**config.mk**
```make
export PLATFORM = sky130hd
export DESIGN_NAME = mem_wb_pipe
export DESIGN_NICKNAME = d
export VERILOG_FILES = /design/src/rtl/mem_wb_pipe.sv
export SDC_FILE = /design/constraint.sdc
export NUM_CORES = 1
export LEC_CHECK = 0
export ABC_AREA = 1
export ABC_CLOCK_PERIOD_IN_PS = 1800
export BUFFER_PORTS_ARGS = -buffer_cell sky130_fd_sc_hd__buf_2
export CORE_MARGIN = 2
export CORE_UTILIZATION = 45
export DETAILED_ROUTE_END_ITERATION = 7
export PLACE_DENSITY = 0.77
export SLEW_MARGIN = 20
export SYNTH_ARGS = -nofsm -noshare
export SYNTH_HDL_FRONTEND = slang
export SYNTH_SLANG_ARGS = --single-unit
```
**constraint.sdc**
```tcl
create_clock -name clk -period 1.8 [get_ports clk]
set_clock_uncertainty 0.1 [all_clocks]
set_input_delay 0.45 -clock clk [delete_from_list [all_inputs] [get_ports clk]]
set_output_delay 0.45 -clock clk [all_outputs]
set_load 0.02 [all_outputs]
```
**src/rtl/mem_wb_pipe.sv**
```systemverilog
// Back-end pipeline block: EX/MEM and MEM/WB registers, data-memory handshake for
// loads/stores, load extraction and forwarding sources for the EX-stage forward unit.
module mem_wb_pipe #(
    parameter int XLEN = 32,
    parameter int REGW = 5
) (
    input  logic            clk,
    input  logic            reset,
    input  logic            valid_E,
    input  logic [XLEN-1:0] ALU_out_E,
    input  logic [XLEN-1:0] store_data_E,
    input  logic [REGW-1:0] rd_E,
    input  logic            reg_we_E,
    input  logic            mem_read_E,
    input  logic            mem_write_E,
    input  logic [2:0]      funct3_E,
    output logic            mem_req,
    output logic            mem_we,
    output logic [XLEN-1:0] mem_addr,
    output logic [XLEN-1:0] mem_wdata,
    output logic [3:0]      mem_be,
    input  logic            mem_ready,
    input  logic [XLEN-1:0] mem_rdata,
    output logic [XLEN-1:0] EX_MEM_rd,
    output logic [REGW-1:0] rd_M,
    output logic            reg_we_M,
    output logic            load_M,
    output logic [XLEN-1:0] MEM_WB_rd,
    output logic [REGW-1:0] rd_W,
    output logic            reg_we_W,
    output logic            stall_E,
    output logic            misalign_M
);
    localparam int LANES = 4;

    // M-stage state
    logic            valid_m_q,  valid_m_d;
    logic [XLEN-1:0] result_m_q, result_m_d;
    logic [XLEN-1:0] sdata_m_q,  sdata_m_d;
    logic [REGW-1:0] rd_m_q,     rd_m_d;
    logic            we_m_q,     we_m_d;
    logic            read_m_q,   read_m_d;
    logic            write_m_q,  write_m_d;
    logic [2:0]      funct3_m_q, funct3_m_d;

    // W-stage state
    logic [XLEN-1:0] wb_data_q,  wb_data_d;
    logic [REGW-1:0] rd_w_q,     rd_w_d;
    logic            we_w_q,     we_w_d;

    logic            mem_op_m;
    logic            size_b, size_h, size_w;
    logic [1:0]      off_m;
    logic [XLEN-1:0] load_data;
    logic [7:0]      sel_byte;
    logic [15:0]     sel_half;
    logic [7:0]      rbyte [LANES];
    logic [LANES-1:0] lane_sel;

    assign off_m    = result_m_q[1:0];
    assign size_b   = (funct3_m_q[1:0] == 2'b00);
    assign size_h   = (funct3_m_q[1:0] == 2'b01);
    assign size_w   = (funct3_m_q[1:0] == 2'b10);
    assign mem_op_m = valid_m_q && (read_m_q || write_m_q);

    assign misalign_M = mem_op_m && ((size_h && off_m[0]) || (size_w && (off_m != 2'b00)));
    assign mem_req    = mem_op_m && !misalign_M;
    assign mem_we     = write_m_q;
    assign mem_addr   = {result_m_q[XLEN-1:2], 2'b00};
    assign stall_E    = mem_req && !mem_ready;

    // Byte lanes: read-side slicing, write-side replication and lane enables.
    for (genvar gi = 0; gi < LANES; gi++) begin : g_lane
        localparam logic [1:0] LANE_IDX = 2'(gi);
        assign rbyte[gi]    = mem_rdata[8*gi +: 8];
        assign lane_sel[gi] = size_w
                            || (size_h && (off_m[1] == LANE_IDX[1]))
                            || (size_b && (off_m == LANE_IDX));
        assign mem_be[gi]   = mem_req && lane_sel[gi];
        assign mem_wdata[8*gi +: 8] = size_b ? sdata_m_q[7:0]
                                    : size_h ? sdata_m_q[8*(gi%2) +: 8]
                                    :          sdata_m_q[8*gi +: 8];
    end

    always_comb begin
        sel_byte  = rbyte[off_m];
        sel_half  = off_m[1] ? {rbyte[3], rbyte[2]} : {rbyte[1], rbyte[0]};
        load_data = mem_rdata;
        case (funct3_m_q)
            3'b000:  load_data = {{(XLEN-8){sel_byte[7]}}, sel_byte};
            3'b001:  load_data = {{(XLEN-16){sel_half[15]}}, sel_half};
            3'b100:  load_data = {{(XLEN-8){1'b0}}, sel_byte};
            3'b101:  load_data = {{(XLEN-16){1'b0}}, sel_half};
            default: load_data = mem_rdata;
        endcase
    end

    // M register: advance from E unless a memory access is still outstanding.
    always_comb begin
        valid_m_d  = valid_m_q;
        result_m_d = result_m_q;
        sdata_m_d  = sdata_m_q;
        rd_m_d     = rd_m_q;
        we_m_d     = we_m_q;
        read_m_d   = read_m_q;
        write_m_d  = write_m_q;
        funct3_m_d = funct3_m_q;
        if (!stall_E) begin
            valid_m_d  = valid_E;
            result_m_d = ALU_out_E;
            sdata_m_d  = store_data_E;
            rd_m_d     = rd_E;
            we_m_d     = reg_we_E && valid_E && (rd_E != '0);
            read_m_d   = mem_read_E && valid_E;
            write_m_d  = mem_write_E && valid_E;
            funct3_m_d = funct3_E;
        end
    end

    // W register: bubble while stalled; stores and misaligned accesses never write.
    always_comb begin
        wb_data_d = wb_data_q;
        rd_w_d    = rd_w_q;
        we_w_d    = 1'b0;
        if (!stall_E) begin
            wb_data_d = read_m_q ? load_data : result_m_q;
            rd_w_d    = rd_m_q;
            we_w_d    = we_m_q && valid_m_q && !misalign_M && !write_m_q;
        end
    end

    always_ff @(posedge clk) begin
        if (!reset) begin
            valid_m_q  <= 1'b0;
            result_m_q <= '0;
            sdata_m_q  <= '0;
            rd_m_q     <= '0;
            we_m_q     <= 1'b0;
            read_m_q   <= 1'b0;
            write_m_q  <= 1'b0;
            funct3_m_q <= '0;
            wb_data_q  <= '0;
            rd_w_q     <= '0;
            we_w_q     <= 1'b0;
        end else begin
            valid_m_q  <= valid_m_d;
            result_m_q <= result_m_d;
            sdata_m_q  <= sdata_m_d;
            rd_m_q     <= rd_m_d;
            we_m_q     <= we_m_d;
            read_m_q   <= read_m_d;
            write_m_q  <= write_m_d;
            funct3_m_q <= funct3_m_d;
            wb_data_q  <= wb_data_d;
            rd_w_q     <= rd_w_d;
            we_w_q     <= we_w_d;
        end
    end

    assign EX_MEM_rd = result_m_q;
    assign rd_M      = rd_m_q;
    assign reg_we_M  = we_m_q;
    assign load_M    = valid_m_q && read_m_q;
    assign MEM_WB_rd = wb_data_q;
    assign rd_W      = rd_w_q;
    assign reg_we_W  = we_w_q;

endmodule

```
## After elaboration in Yosys (flattened, before gate mapping)

Index checks and enable logic that the tools add are counted.

| word-level totals | value |
|---|---|
| flip-flop bits (word level) | 114 |
| bits in latches | 0 |
| RAM bits | 0 |
| bits in read-only memories | 0 |
| input bits | 111 |
| output and inout bits | 149 |
| logic and storage cells | 75 |
| memories | 0 |

| cells by class | value |
|---|---|
| add/subtract/negate cells | 0 |
| $mul | 0 |
| divide/modulo/power cells | 0 |
| $lt $le $gt $ge | 1 |
| equal/unequal tests | 8 |
| shift operators | 0 |
| multiplexer cells | 11 |
| bitwise operators | 3 |
| reductions and logical operators | 41 |

Operators with widths:

| kind | count |
|---|---|
| $pmux 32 s4 | 1 |
| $mux 8 | 7 |
| $mux 32 | 1 |
| $logic_and 1x1->1 | 24 |
| $bmux 8 s2 | 1 |
| $mux 16 | 1 |
| $logic_or 1x1->1 | 8 |
| $eq 2x2->1 const B | 3 |
| $eq 3x3->1 const B | 2 |
| $reduce_bool 5->1 | 1 |
| $eq 2x1->1 const B | 2 |
| $logic_not 2->1 | 2 |
| $eq 3x1->1 const B | 1 |
| $ge 3x3->1 const B | 1 |
| $logic_not 1->1 | 3 |
| $logic_not 3->1 | 1 |
| $not 2->3 | 1 |
| $not 1->1 | 2 |
| $reduce_bool 2->1 | 1 |
| $reduce_or 2->1 | 1 |

## Longest topological paths before layout

Gate-level depths: netlist of run 1.

| logic depth | value |
|---|---|
| word-level depth | 8 |
| gate-level depth with buffers | 10 |
| gate-level depth less buffers | 9 |

## Worst setup path after synthesis of run 1

Ideal clock, no wire load.

| timing | value |
|---|---|
| path kind | register to output |
| start point | reg result_m_q[0], in the netlist EX_MEM_rd[0] |
| end point | out mem_be[1] |
| data arrival time | 1.475 ns |
| required time | 1.250 ns |
| path slack | -0.225 ns |
| cell stages (with the launch flop) | 5 |
| buffers on the path | 0 |
| cell sequence | dfxtp_1 -> inv_2 -> nor2_2 -> nand2_1 -> a31oi_1 |

| between the ends | value |
|---|---|
| word-level cells in the longest chain between the ends | 7 |
| elaborated cells between the ends (all ways) | 11 |
| classes of those cells | eq/ne (1); reduce/logical (10) |

RTL lines:

| what | RTL line | source |
|---|---|---|
| from (decl) | 38 | `logic [XLEN-1:0] result_m_q, result_m_d;` |
| from (signal assigned) | 147 | `result_m_q <= result_m_d;` |
| $reduce_bool 2->1 | 66 | `assign misalign_M = mem_op_m && ((size_h && off_m[0]) \|\| (size_w && (off_m != 2'b00)));` |
| $logic_and 1x1->1 | 66 |  |
| $logic_or 1x1->1 | 66 |  |
| $logic_and 1x1->1 | 66 |  |
| $logic_not 1->1 | 67 | `assign mem_req = mem_op_m && !misalign_M;` |
| $logic_and 1x1->1 | 67 |  |
| $logic_and 1x1->1 (*) | 79 | `assign mem_be[gi] = mem_req && lane_sel[gi];` |
| to (decl) | 21 | `output logic [3:0] mem_be,` |

Mark *: on every way between the ends. The rest lies on a longest branch, timed or not.

## Worst setup path in the final report of run 1

| timing | value |
|---|---|
| start point | reg funct3_m_q[0] |
| end point | out mem_wdata[25] |

| between the ends | value |
|---|---|
| word-level cells in the longest chain between the ends | 3 |
| elaborated cells between the ends (all ways) | 4 |
| classes of those cells | eq/ne (1); mux (2); reduce/logical (1) |

RTL lines:

| what | RTL line | source |
|---|---|---|
| from (decl) | 44 | `logic [2:0] funct3_m_q, funct3_m_d;` |
| from (signal assigned) | 153 | `funct3_m_q <= funct3_m_d;` |
| $eq 2x1->1 | 62 | `assign size_h = (funct3_m_q[1:0] == 2'b01);` |
| $mux 8 | 81 | `: size_h ? sdata_m_q[8*(gi%2) +: 8]` |
| $mux 8 (*) | 80 | `assign mem_wdata[8*gi +: 8] = size_b ? sdata_m_q[7:0]` |
| to (decl) | 20 | `output logic [XLEN-1:0] mem_wdata,` |

Marked as above.

==> flow_summary.html, run 1 <==
<table>
<tr><th>Metric</th><th>Value</th></tr>
<tr><th colspan="2">Yosys</th></tr>
<tr><td>Top cell type by total area after synthesis</td><td>sky130_fd_sc_hd__dfxtp_1</td></tr>
<tr><td>Cells after Synth</td><td>847</td></tr>
<tr><td>Mean cell area of the mapped netlist</td><td>6.763 um^2</td></tr>
<tr><td>Number of library cell types mapped by synthesis</td><td>27</td></tr>
<tr><td>Share of the yosys chip area belonging to registers</td><td>39.84%</td></tr>
<tr><td>Post-synth top area share</td><td>39.84%</td></tr>
<tr><td>Ranking of synthesized cells by area</td><td>sky130_fd_sc_hd__dfxtp_1 (40%), sky130_fd_sc_hd__nand2_1 (21%), sky130_fd_sc_hd__a21oi_1 (12%), sky130_fd_sc_hd__buf_4 (5.4%), sky130_fd_sc_hd__nand3_1 (3.3%)</td></tr>
<tr><td>Post-Syn Area</td><td>5728 um^2</td></tr>
<tr><td>Warnings, synthesis</td><td>0</td></tr>
<tr><td>#FFs+latches synth</td><td>114</td></tr>
<tr><th colspan="2">Floorplan</th></tr>
<tr><td>Die boundary height</td><td>116.8 um</td></tr>
<tr><td>Top-Level Pins</td><td>260</td></tr>
<tr><td>Placement row count</td><td>41</td></tr>
<tr><td>Floorplan core area</td><td>12,520 um^2</td></tr>
<tr><td>Starting Density</td><td>45.76%</td></tr>
<tr><td>Width of the die</td><td>116.8 um</td></tr>
<tr><td>Full die area</td><td>13,650 um^2</td></tr>
<tr><th colspan="2">Timing</th></tr>
<tr><td>Hold Fails Final Rpt</td><td>0</td></tr>
<tr><td>Hold Slack</td><td>0.1751 ns</td></tr>
<tr><td>Unrepaired setup endpoints after global routing</td><td>yes</td></tr>
<tr><td>Total of endpoints with negative setup slack in the final report</td><td>31</td></tr>
<tr><td>F_max</td><td>457.4 MHz</td></tr>
<tr><td>Shortest clock period the worst path allows after layout</td><td>2.186 ns</td></tr>
<tr><td>Worst Slack Setup Final</td><td>-0.3864 ns</td></tr>
<tr><td>Final-report max-slew violation count</td><td>0</td></tr>
<tr><td>Period utilisation layout</td><td>121.5%</td></tr>
<tr><th colspan="2">Setup path</th></tr>
<tr><td>Critical path startpoint category</td><td>register</td></tr>
<tr><td>Number of cells on the worst reg-to-reg path</td><td>10</td></tr>
<tr><td>Critical Setup Path Class</td><td>reg -&gt; out</td></tr>
<tr><td>Kind of capture point of the worst setup path</td><td>primary output</td></tr>
<tr><td>Required time of the critical path</td><td>1.25 ns</td></tr>
<tr><td>Highest net fanout along the worst path</td><td>8</td></tr>
<tr><td>Crit path arrival time</td><td>1.64 ns</td></tr>
<tr><th colspan="2">Final layout</th></tr>
<tr><td>Number of nets in the layout</td><td>1,197</td></tr>
<tr><td>Number of non-filler instances in the completed layout</td><td>1,273</td></tr>
<tr><td>Commonest non-fill, non-tap cells in the layout</td><td>sky130_fd_sc_hd__nand2_1 (296), sky130_fd_sc_hd__buf_2 (232), sky130_fd_sc_hd__a21oi_1 (125), sky130_fd_sc_hd__dfxtp_1 (108), sky130_fd_sc_hd__buf_4 (45)</td></tr>
<tr><td>Synthesis-to-layout area growth</td><td>45.81%</td></tr>
<tr><td>Most common library cell in the layout ignoring fill and taps</td><td>sky130_fd_sc_hd__nand2_1</td></tr>
<tr><td>Filler cell count</td><td>1,133</td></tr>
<tr><td>Post-route cell area</td><td>8352 um^2</td></tr>
<tr><td>Fraction of layout instances using a drive strength above 1</td><td>40.58%</td></tr>
<tr><th colspan="2">GRT</th></tr>
<tr><td>Via count of the first global-routing pass</td><td>5,840</td></tr>
<tr><td>Total overflow reported by the global router</td><td>0</td></tr>
<tr><td>Initial antenna violation count</td><td>1</td></tr>
<tr><td>First-pass GRT wire length</td><td>29,070 um</td></tr>
<tr><td>Total GRT Usage</td><td>27.38%</td></tr>
<tr><td>Largest net degree at the start of global routing</td><td>44</td></tr>
<tr><th colspan="2">Clocking</th></tr>
<tr><td>Sink Count</td><td>114</td></tr>
<tr><td>Number of buffers inserted by hold repair at cts</td><td>0</td></tr>
<tr><td>TritonCTS Buffers</td><td>17</td></tr>
<tr><td>Clock slew seen by the registers of the worst setup and hold paths</td><td>0.06 ns</td></tr>
<tr><td>Clock tree from TritonCTS</td><td>done</td></tr>
<tr><td>Clock latency at the later pin of the worst-skew pair</td><td>0.42 ns</td></tr>
<tr><td>H-tree depth</td><td>4</td></tr>
<tr><td>Deepest clock path buffer count</td><td>2</td></tr>
<tr><td>Root buffer cell</td><td>sky130_fd_sc_hd__clkbuf_16</td></tr>
<tr><th colspan="2">Flow run</th></tr>
<tr><td>Maximum capacitance violations</td><td>0</td></tr>
<tr><th colspan="2">Status</th></tr>
<tr><td>Status</td><td>finished, violations left</td></tr>
<tr><td>Violations in the final reports</td><td>setup timing</td></tr>
<tr><th colspan="2">Placed design</th></tr>
<tr><td>Dpl hpwl</td><td>13,330 um</td></tr>
<tr><td>Post-placement cell area</td><td>6989 um^2</td></tr>
<tr><td>Cells after DPL</td><td>1,221</td></tr>
<tr><td>Worst Setup Slack post-DPL</td><td>-0.05974 ns</td></tr>
<tr><td>IO Port Bufs</td><td>257</td></tr>
<tr><td>Weighted congestion at the end of routability-driven global placement</td><td>0.9013</td></tr>
<tr><th colspan="2">Pwr</th></tr>
<tr><td>Power density over cell area</td><td>981.9 nW/um^2</td></tr>
<tr><td>Leakage power total</td><td>4.254 nW</td></tr>
<tr><td>Max IR drop VDD</td><td>0.7836 mV</td></tr>
<tr><td>Total power consumption of the routed design</td><td>8.201 mW</td></tr>
<tr><th colspan="2">Detailed routing</th></tr>
<tr><td>Wire length per cell after detailed routing</td><td>15.92 um</td></tr>
<tr><td>Final wirelength</td><td>20,260 um</td></tr>
<tr><td>DRC errors left</td><td>0</td></tr>
<tr><td>Initial DRC count</td><td>766</td></tr>
<tr><td>Via total after detailed routing</td><td>6,509</td></tr>
<tr><td>Number of nets still failing antenna checks after routing</td><td>0</td></tr>
<tr><td>Mean number of vias per cell</td><td>5.113</td></tr>
<tr><td>Router iterations before antenna repair</td><td>5</td></tr>
<tr><th colspan="2">Worst hold path</th></tr>
<tr><td>Classification of the worst-slack hold path</td><td>in -&gt; reg</td></tr>
<tr><td>Instance count along the most critical hold path</td><td>3</td></tr>
</table>
==> final timing paths <==
| check | slack [ns] | endpoint | start |
|---|---|---|---|
| setup / recovery | -0.39 | mem_wdata[25] | funct3_m_q[0] |
| hold / removal | 0.18 | EX_MEM_rd[21] | ALU_out_E[21] |
| setup reg to reg | 0.02 | MEM_WB_rd[10] | funct3_m_q[0] |
| hold reg to reg | 0.36 | rd_W[4] | rd_W[4] |
==> timing repair <==
| action | CTS | global route |
|---|---|---|
| gates cloned | 2 | 7 |
| endpoints found under the hold margin | 0 | 0 |
| endpoints found under the setup margin | 47 | 126 |
| buffers inserted | 9 | 3 |
| resized for setup | 83 | 53 |
| pin swaps | 14 | 14 |
==> where the power goes <==
part / leakage, nW / internal, mW / switching (mW)
Clock: 0.333 / 2.72 / 1.25
Sequential: 0.948 / 2.68 / 0.120
Combinational: 2.97 / 0.563 / 0.861
==> logic make-up after synthesis <==
group,after synthesis,synth area share (%)
buffers and inverters,141,14.00
AOI/OAI and AO/OA,203,18.20
and+or+nand+nor,388,27.89
other,1,0.06547
DFF,114,39.84
==> state kept, by name (all words and copies together), names as in the netlist <==
register / cells
valid_m_q: 1
rd_M: 5
reg_we_M: 1
sdata_m_q: 32
mem_we: 1
rd_W: 5
read_m_q: 1
funct3_m_q: 3
EX_MEM_rd: 32
MEM_WB_rd: 32
reg_we_W: 1
==> per-stage QoR <==
stage	setup TNS, ns	util [%]
6_report	-7.601	66.72
5_1_grt	-10.18	66.70
4_1_cts	-7.965	64.01
3_5_place_dp	-0.3993	55.84
3_3_place_gp	-0.001219	55.84
2_1_floorplan	-0.3177	-
==> routing by layer <==
layer | track usage (%) | vias up | wire length (um)
met5 | 0 | - | 0
met4 | 12.24 | 0 | 579
met3 | 6.746 | 45 | 1417
met2 | 42.54 | 273 | 9551
met1 | 36.19 | 3015 | 8714
li1 | - | 3176 | -
==> cell usage after synthesis <==
cell type,count
sky130_fd_sc_hd__nand4_4,1
sky130_fd_sc_hd__nand2_1,313
sky130_fd_sc_hd__nor2_4,2
sky130_fd_sc_hd__nand2_2,4
sky130_fd_sc_hd__o21a_1,1
sky130_fd_sc_hd__dfxtp_1,114
sky130_fd_sc_hd__a31oi_1,3
sky130_fd_sc_hd__buf_4,41
sky130_fd_sc_hd__nand3_1,38
sky130_fd_sc_hd__clkbuf_1,24
sky130_fd_sc_hd__nand4_1,2
sky130_fd_sc_hd__clkinv_1,2
sky130_fd_sc_hd__inv_1,32
sky130_fd_sc_hd__a21oi_1,136
sky130_fd_sc_hd__inv_2,11
sky130_fd_sc_hd__nor2_2,1
sky130_fd_sc_hd__buf_6,13
sky130_fd_sc_hd__conb_1,1
sky130_fd_sc_hd__o211ai_1,8
sky130_fd_sc_hd__buf_1,2
sky130_fd_sc_hd__inv_4,1
sky130_fd_sc_hd__nor3_1,1
sky130_fd_sc_hd__o21ai_1,17
sky130_fd_sc_hd__or2_2,17
sky130_fd_sc_hd__nor2_1,9
sky130_fd_sc_hd__buf_2,15
sky130_fd_sc_hd__o21ai_0,38
==> critical path, cell delays in order (launching register included) <==
cell	delay (ns)
sky130_fd_sc_hd__dfxtp_4	0.38
sky130_fd_sc_hd__inv_4	0.05
sky130_fd_sc_hd__nor2_4	0.15
sky130_fd_sc_hd__inv_2	0.07
sky130_fd_sc_hd__buf_12	0.13
sky130_fd_sc_hd__o211ai_1	0.22
sky130_fd_sc_hd__buf_4	0.19
==> area by class of cell <==
type                            count  area (um^2)  area share (%)
Timing Repair Buffer              313         2047           24.51
Clock inverter                     15        262.8           3.146
Tap cell                          172        215.2           2.577
Multi-Input combinational cell    594         2914           34.89
Inverter                           46        190.2           2.277
Sequential cell                   114         2292           27.45
Antenna cell                        2        5.005         0.05993
Clock buffer                       17        425.4           5.094
Note: power is estimated with default switching activity, not from simulation.
==> run 2, diff against run 1 <==
==> constraint.sdc (replaced) <==
create_clock -name clk -period 1.8 [get_ports clk]
set_clock_uncertainty 0.1 [all_clocks]
set_input_delay 0.09 -clock clk [delete_from_list [all_inputs] [get_ports clk]]
set_output_delay 0.09 -clock clk [all_outputs]
set_load 0.02 [all_outputs]
==> flow_summary.html, run 2 (same netlist as run 1, synthesis figures left out) <==
<table>
<tr><th>Metric</th><th>Value</th></tr>
<tr><th colspan="2">Floorplan</th></tr>
<tr><td>Placement row count</td><td>41</td></tr>
<tr><td>Full die area</td><td>13,650 um^2</td></tr>
<tr><td>Die boundary height</td><td>116.8 um</td></tr>
<tr><td>Width of the die</td><td>116.8 um</td></tr>
<tr><td>Top-Level Pins</td><td>260</td></tr>
<tr><td>Floorplan core area</td><td>12,520 um^2</td></tr>
<tr><td>Starting Density</td><td>45.76%</td></tr>
<tr><th colspan="2">Setup path</th></tr>
<tr><td>Stages on worst setup path</td><td>6</td></tr>
<tr><td>Kind of capture point of the worst setup path</td><td>primary output</td></tr>
<tr><td>Largest delay share family, worst path</td><td>buffers and inverters</td></tr>
<tr><td>Critical Path, Cell by Cell</td><td>inv_6 &gt; nor2_4 &gt; inv_4 &gt; buf_6 &gt; o211ai_1 &gt; buf_4</td></tr>
<tr><td>Cell with the biggest individual delay on the critical path</td><td>sky130_fd_sc_hd__dfxtp_4</td></tr>
<tr><td>Critical Setup Path Class</td><td>reg -&gt; out</td></tr>
<tr><td>Highest net fanout along the worst path</td><td>7</td></tr>
<tr><td>Number of cells on the worst reg-to-reg path</td><td>8</td></tr>
<tr><td>Critical path startpoint category</td><td>register</td></tr>
<tr><td>CP bufs+invs</td><td>4</td></tr>
<tr><td>Crit path arrival time</td><td>1.62 ns</td></tr>
<tr><td>Required time of the critical path</td><td>1.61 ns</td></tr>
<tr><td>Largest stage delay on the critical path</td><td>0.38 ns</td></tr>
<tr><th colspan="2">Timing</th></tr>
<tr><td>Shortest clock period the worst path allows after layout</td><td>1.805 ns</td></tr>
<tr><td>Hold Fails Final Rpt</td><td>0</td></tr>
<tr><td>Unrepaired setup endpoints after global routing</td><td>yes</td></tr>
<tr><td>Worst Slack Setup Final</td><td>-0.005444 ns</td></tr>
<tr><td>Total of endpoints with negative setup slack in the final report</td><td>1</td></tr>
<tr><td>Hold Slack</td><td>0.01284 ns</td></tr>
<tr><td>F_max</td><td>553.9 MHz</td></tr>
<tr><td>Setup TNS after final layout</td><td>-0.005444 ns</td></tr>
<tr><td>Final-report max-slew violation count</td><td>0</td></tr>
<tr><td>Period utilisation layout</td><td>100.3%</td></tr>
<tr><th colspan="2">GRT</th></tr>
<tr><td>Total overflow reported by the global router</td><td>0</td></tr>
<tr><td>Met1 layer usage reported by global route</td><td>37.37%</td></tr>
<tr><td>Via count of the first global-routing pass</td><td>6,355</td></tr>
<tr><td>Largest net degree at the start of global routing</td><td>71</td></tr>
<tr><td>Initial antenna violation count</td><td>1</td></tr>
<tr><td>Total GRT Usage</td><td>29.61%</td></tr>
<tr><td>Busiest layer in global routing</td><td>met2</td></tr>
<tr><td>First-pass GRT wire length</td><td>31,520 um</td></tr>
<tr><td>GR Util met2</td><td>47.86%</td></tr>
<tr><td>Met3 track demand over resource</td><td>7.158%</td></tr>
<tr><th colspan="2">Final layout</th></tr>
<tr><td>Filler cell count</td><td>990</td></tr>
<tr><td>Most common library cell in the layout ignoring fill and taps</td><td>sky130_fd_sc_hd__nand2_1</td></tr>
<tr><td>Final design utilization</td><td>70.40%</td></tr>
<tr><td>Fraction of layout instances using a drive strength above 1</td><td>32.29%</td></tr>
<tr><td>Commonest non-fill, non-tap cells in the layout</td><td>sky130_fd_sc_hd__nand2_1 (306), sky130_fd_sc_hd__buf_2 (248), sky130_fd_sc_hd__a21oi_1 (135), sky130_fd_sc_hd__dfxtp_1 (109), sky130_fd_sc_hd__dlygate4sd3_1 (101)</td></tr>
<tr><td>Synthesis-to-layout area growth</td><td>53.84%</td></tr>
<tr><td>Number of nets in the layout</td><td>1,275</td></tr>
<tr><th colspan="2">Detailed routing</th></tr>
<tr><td>Wire length per cell after detailed routing</td><td>15.64 um</td></tr>
<tr><td>Router iterations before antenna repair</td><td>8</td></tr>
<tr><td>DRC errors left</td><td>0</td></tr>
<tr><td>Via total after detailed routing</td><td>6,973</td></tr>
<tr><td>Final wirelength</td><td>21,130 um</td></tr>
<tr><td>Mean number of vias per cell</td><td>5.161</td></tr>
<tr><td>Initial DRC count</td><td>750</td></tr>
<tr><td>Number of nets still failing antenna checks after routing</td><td>0</td></tr>
<tr><th colspan="2">Clocking</th></tr>
<tr><td>Deepest clock path buffer count</td><td>2</td></tr>
<tr><td>Clock latency at the later pin of the worst-skew pair</td><td>0.42 ns</td></tr>
<tr><td>Root buffer cell</td><td>sky130_fd_sc_hd__clkbuf_16</td></tr>
<tr><td>Sink Count</td><td>114</td></tr>
<tr><td>H-tree depth</td><td>4</td></tr>
<tr><td>TritonCTS Buffers</td><td>17</td></tr>
<tr><td>Clock slew seen by the registers of the worst setup and hold paths</td><td>0.06 ns</td></tr>
<tr><td>Clock tree from TritonCTS</td><td>done</td></tr>
<tr><th colspan="2">Placed design</th></tr>
<tr><td>Weighted congestion at the end of routability-driven global placement</td><td>0.9134</td></tr>
<tr><td>Dpl hpwl</td><td>12,950 um</td></tr>
<tr><td>IO Port Bufs</td><td>257</td></tr>
<tr><th colspan="2">Worst hold path</th></tr>
<tr><td>Instance count along the most critical hold path</td><td>5</td></tr>
<tr><td>Classification of the worst-slack hold path</td><td>in -&gt; reg</td></tr>
<tr><th colspan="2">Pwr</th></tr>
<tr><td>Power density over cell area</td><td>926.4 nW/um^2</td></tr>
<tr><td>Max IR drop VDD</td><td>0.7108 mV</td></tr>
<tr><td>Total power consumption of the routed design</td><td>8.164 mW</td></tr>
<tr><td>Leakage power total</td><td>4.465 nW</td></tr>
<tr><th colspan="2">Status</th></tr>
<tr><td>Status</td><td>finished, violations left</td></tr>
<tr><td>Violations in the final reports</td><td>setup timing</td></tr>
<tr><th colspan="2">Flow run</th></tr>
<tr><td>Maximum capacitance violations</td><td>0</td></tr>
</table>
run 2: repair_timing:
item	in CTS	in global routing
endpoints found under the setup margin	23	24
hold endpoints to repair	96	0
setup buffers	5	3
gates cloned	1	2
hold buffers	101	0
resized for setup	26	28
pin swaps	4	6
run 2: worst reg2reg max path, stage by stage, from the launching register on:
cell and delay, ns:
sky130_fd_sc_hd__dfxtp_4 0.38, sky130_fd_sc_hd__inv_6 0.05, sky130_fd_sc_hd__nor2_4 0.16, sky130_fd_sc_hd__nand2_4 0.10
sky130_fd_sc_hd__nand4_4 0.11, sky130_fd_sc_hd__buf_4 0.20, sky130_fd_sc_hd__buf_6 0.25, sky130_fd_sc_hd__nand2_1 0.13
sky130_fd_sc_hd__a21oi_1 0.19
run 2: cell type report:
cell class	count	area [um^2]	share of cell area (%)
diodes	2	5.005	0.05679
multi-input cells	593	2715	30.81
inverters	46	190.2	2.158
clock buffers	18	439.2	4.984
well taps	172	215.2	2.442
flip-flops and latches	114	2293	26.03
repair buffers	392	2719	30.85
clock inverters	14	235.2	2.669
run 2: stage by stage:
step                      instance area (um^2)  worst slack, ns  std cells
final                                     8812        -0.005444       1351
after global placement                    6854           0.1768       1205
after global routing                      8810         -0.04064       1350
after CTS                                 8668         0.004718       1344
after detailed placement                  6854           0.1074       1205
after floorplan                           5732           0.1345        848
run 2: final timing paths:
kind                            slack (ns)       endpoint           from
worst max register to register        0.06   sdata_m_q[1]  funct3_m_q[0]
worst max-delay path                -0.005  mem_wdata[29]  funct3_m_q[0]
worst min-delay path                  0.01  MEM_WB_rd[17]  mem_rdata[17]
worst min register to register        0.36  sdata_m_q[31]  sdata_m_q[31]
run 2: where the power goes:
| group | leakage, nW | internal, mW | switching, mW |
|---|---|---|---|
| combinational | 3.19 | 0.630 | 0.862 |
| sequential | 0.948 | 2.68 | 0.119 |
| clock | 0.322 | 2.62 | 1.25 |
run 2: routing by layer:
layer	share of wire, %	up-vias
met5	0	-
met2	48	386
met1	42	3191
li1	-	3334
met3	7.3	62
met4	3.2	0
==> run 3, diff against run 2 <==
BUFFER_PORTS_ARGS = unset   (was -buffer_cell sky130_fd_sc_hd__buf_2)
DONT_BUFFER_PORTS = 1   (was unset)
PLACE_DENSITY = 0.6   (was 0.77)
==> flow_summary.html, run 3 (same netlist as run 1, synthesis figures left out) <==
<table>
<tr><th>Metric</th><th>Value</th></tr>
<tr><th colspan="2">Timing</th></tr>
<tr><td>F_max</td><td>530.7 MHz</td></tr>
<tr><td>Worst Slack Setup Final</td><td>-0.08415 ns</td></tr>
<tr><td>Hold Slack</td><td>0.01896 ns</td></tr>
<tr><td>Total of endpoints with negative setup slack in the final report</td><td>12</td></tr>
<tr><td>Shortest clock period the worst path allows after layout</td><td>1.884 ns</td></tr>
<tr><td>Slew at the pin with the worst max-slew slack</td><td>0.5217 ns</td></tr>
<tr><td>Final-report max-slew violation count</td><td>0</td></tr>
<tr><td>Setup TNS after final layout</td><td>-0.6176 ns</td></tr>
<tr><td>Hold Fails Final Rpt</td><td>0</td></tr>
<tr><td>Max transition margin</td><td>65.06%</td></tr>
<tr><td>Unrepaired setup endpoints after global routing</td><td>yes</td></tr>
<tr><td>Period utilisation layout</td><td>104.7%</td></tr>
<tr><th colspan="2">Clocking</th></tr>
<tr><td>Clock tree from TritonCTS</td><td>done</td></tr>
<tr><td>TritonCTS Buffers</td><td>17</td></tr>
<tr><td>H-tree depth</td><td>4</td></tr>
<tr><td>Sink Count</td><td>114</td></tr>
<tr><td>Clock slew seen by the registers of the worst setup and hold paths</td><td>0.05 ns</td></tr>
<tr><td>Clock latency at the later pin of the worst-skew pair</td><td>0.41 ns</td></tr>
<tr><td>Root buffer cell</td><td>sky130_fd_sc_hd__clkbuf_16</td></tr>
<tr><td>Deepest clock path buffer count</td><td>2</td></tr>
<tr><th colspan="2">Setup path</th></tr>
<tr><td>Most common cell type on the critical path</td><td>sky130_fd_sc_hd__buf_6</td></tr>
<tr><td>Kind of capture point of the worst setup path</td><td>primary output</td></tr>
<tr><td>Flop-to-flop setup slack</td><td>0.08 ns</td></tr>
<tr><td>Number of cells on the worst reg-to-reg path</td><td>9</td></tr>
<tr><td>Crit path arrival time</td><td>1.69 ns</td></tr>
<tr><td>CP bufs+invs</td><td>3</td></tr>
<tr><td>Required time of the critical path</td><td>1.61 ns</td></tr>
<tr><td>Critical path startpoint category</td><td>register</td></tr>
<tr><td>Critical Setup Path Class</td><td>reg -&gt; out</td></tr>
<tr><td>Highest net fanout along the worst path</td><td>7</td></tr>
<tr><td>Worst R2R Start</td><td>funct3_m_q[1]</td></tr>
<tr><td>Critical Path, Cell by Cell</td><td>buf_6 &gt; nor2_4 &gt; inv_4 &gt; buf_6 &gt; o211ai_1</td></tr>
<tr><td>Largest stage delay on the critical path</td><td>0.44 ns</td></tr>
<tr><td>Largest delay share family, worst path</td><td>compound AO/OA/AOI/OAI gates</td></tr>
<tr><td>Endpoint of the worst-slack reg-to-reg timing path</td><td>MEM_WB_rd[14]</td></tr>
<tr><td>Cell with the biggest individual delay on the critical path</td><td>sky130_fd_sc_hd__o211ai_1</td></tr>
<tr><th colspan="2">Pwr</th></tr>
<tr><td>Combinational cell fraction of total power</td><td>15.0%</td></tr>
<tr><td>Max IR drop VDD</td><td>0.4578 mV</td></tr>
<tr><td>Clock group share of total power</td><td>44.0%</td></tr>
<tr><td>Leakage power total</td><td>3.484 nW</td></tr>
<tr><td>Proportion of power drawn by flip-flops and latches</td><td>41.0%</td></tr>
<tr><td>Sw Share</td><td>27.65%</td></tr>
<tr><td>Power density over cell area</td><td>933.5 nW/um^2</td></tr>
<tr><td>Total power consumption of the routed design</td><td>7.261 mW</td></tr>
<tr><td>Net switching component of the power</td><td>2.008 mW</td></tr>
<tr><td>Power Internal</td><td>5.253 mW</td></tr>
<tr><th colspan="2">Status</th></tr>
<tr><td>Violations in the final reports</td><td>setup timing</td></tr>
<tr><td>Status</td><td>finished, violations left</td></tr>
<tr><th colspan="2">GRT</th></tr>
<tr><td>Initial antenna violation count</td><td>0</td></tr>
<tr><td>First-pass GRT wire length</td><td>27,980 um</td></tr>
<tr><td>Largest net degree at the start of global routing</td><td>64</td></tr>
<tr><td>Total overflow reported by the global router</td><td>0</td></tr>
<tr><td>Total GRT Usage</td><td>26.51%</td></tr>
<tr><td>Via count of the first global-routing pass</td><td>5,474</td></tr>
<tr><th colspan="2">Detailed routing</th></tr>
<tr><td>Highest metal layer used by the detailed router</td><td>met4</td></tr>
<tr><td>Routed wire length on met3</td><td>1482 um</td></tr>
<tr><td>M1 wire length</td><td>8209 um</td></tr>
<tr><td>Wire length per cell after detailed routing</td><td>17.07 um</td></tr>
<tr><td>Via total after detailed routing</td><td>5,948</td></tr>
<tr><td>Final wirelength</td><td>19,260 um</td></tr>
<tr><td>Mean number of vias per cell</td><td>5.273</td></tr>
<tr><td>Detailed-routed wire length on met2</td><td>9238 um</td></tr>
<tr><td>DRC errors left</td><td>0</td></tr>
<tr><td>Initial DRC count</td><td>475</td></tr>
<tr><td>Router iterations before antenna repair</td><td>5</td></tr>
<tr><td>Number of nets still failing antenna checks after routing</td><td>0</td></tr>
<tr><th colspan="2">Floorplan</th></tr>
<tr><td>Starting Density</td><td>45.76%</td></tr>
<tr><td>Width of the die</td><td>116.8 um</td></tr>
<tr><td>Floorplan core area</td><td>12,520 um^2</td></tr>
<tr><td>Placement row count</td><td>41</td></tr>
<tr><td>Top-Level Pins</td><td>260</td></tr>
<tr><td>Full die area</td><td>13,650 um^2</td></tr>
<tr><td>Die boundary height</td><td>116.8 um</td></tr>
<tr><th colspan="2">Final layout</th></tr>
<tr><td>Fraction of layout instances using a drive strength above 1</td><td>15.38%</td></tr>
<tr><td>Most common library cell in the layout ignoring fill and taps</td><td>sky130_fd_sc_hd__nand2_1</td></tr>
<tr><td>Number of nets in the layout</td><td>1,056</td></tr>
<tr><td>Commonest non-fill, non-tap cells in the layout</td><td>sky130_fd_sc_hd__nand2_1 (306), sky130_fd_sc_hd__a21oi_1 (135), sky130_fd_sc_hd__dlygate4sd3_1 (111), sky130_fd_sc_hd__dfxtp_1 (110), sky130_fd_sc_hd__buf_4 (43)</td></tr>
<tr><td>Synthesis-to-layout area growth</td><td>35.78%</td></tr>
<tr><td>Antenna cell count</td><td>0</td></tr>
<tr><th colspan="2">Worst hold path</th></tr>
<tr><td>Instance count along the most critical hold path</td><td>6</td></tr>
<tr><td>Worst Hold Launch</td><td>mem_rdata[22]</td></tr>
<tr><td>Hold endpoint</td><td>MEM_WB_rd[6]</td></tr>
<tr><td>Classification of the worst-slack hold path</td><td>in -&gt; reg</td></tr>
<tr><th colspan="2">Flow run</th></tr>
<tr><td>Maximum capacitance violations</td><td>0</td></tr>
<tr><th colspan="2">Placed design</th></tr>
<tr><td>IO Port Bufs</td><td>0</td></tr>
<tr><td>Weighted congestion at the end of routability-driven global placement</td><td>0.8254</td></tr>
<tr><td>Dpl hpwl</td><td>12,210 um</td></tr>
</table>
==> run 3: repair_timing <==
item                                    4_1_cts  5_1_grt
resized for setup                            29       25
buffers inserted                              9        1
hold buffers                                112        0
cloned                                        0        4
endpoints found under the setup margin       23       36
pin swaps                                     7        7
endpoints found under the hold margin       109        0
==> run 3: area by class of cell <==
type,count,area (um^2)
multi-input cells,594,2738
clock inverters,5,50.05
inverters,46,186.4
repair buffers,172,1783
flip-flops and latches,114,2290
clock buffers,25,515.5
fillers,1150,4740
well taps,172,215.2
==> run 3: power groups by stage <==
stage | Sequential [mW] | Clock, mW | Combinational [mW]
after floorplan | 2.95 | 0 | 0.692
after global placement | 3.02 | 0 | 0.765
after detailed placement | 3.02 | 0 | 0.782
after CTS | 2.97 | 3.23 | 1.05
after global routing | 3.00 | 3.38 | 1.19
final | 2.98 | 3.20 | 1.09
==> run 3: worst max path at each step <==
stage                        startpoint             to  slack [ns]  cells past startpoint
after floorplan            EX_MEM_rd[0]      mem_be[1]        0.13                      4
after global placement    funct3_m_q[0]  MEM_WB_rd[26]        0.12                      8
after detailed placement  funct3_m_q[0]  MEM_WB_rd[26]        0.12                      8
after CTS                 funct3_m_q[1]  mem_wdata[26]       -0.06                      5
after global routing      funct3_m_q[1]  mem_wdata[29]       -0.13                      5
final                     funct3_m_q[1]  mem_wdata[26]       -0.08                      5
==> run 3: routing by layer <==
layer / global-route usage [%] / vias up
met5: 0 / -
met4: 9.647 / 0
met3: 8.033 / 26
met2: 44.01 / 257
met1: 32.66 / 2779
li1: - / 2886
==> run 3: metrics by stage <==
step / instances / instance area (um^2) / utilization, % / worst slack (ns)
after floorplan: 848 / 5732 / - / 0.1345
after global placement: 972 / 5748 / 45.92 / 0.1247
after detailed placement: 972 / 5748 / 45.92 / 0.1155
after CTS: 1123 / 7585 / 60.60 / -0.06315
after global routing: 1128 / 7777 / 62.14 / -0.1304
final: 1128 / 7777 / 62.14 / -0.08415
==> run 3: worst min-delay path: stages <==
cell and delay [ns]:
sky130_fd_sc_hd__nand2_1 0.05, sky130_fd_sc_hd__o211ai_1 0.08, sky130_fd_sc_hd__nand2_1 0.06, sky130_fd_sc_hd__nand2_1 0.04, sky130_fd_sc_hd__nand3_1 0.09, sky130_fd_sc_hd__a21oi_1 0.07
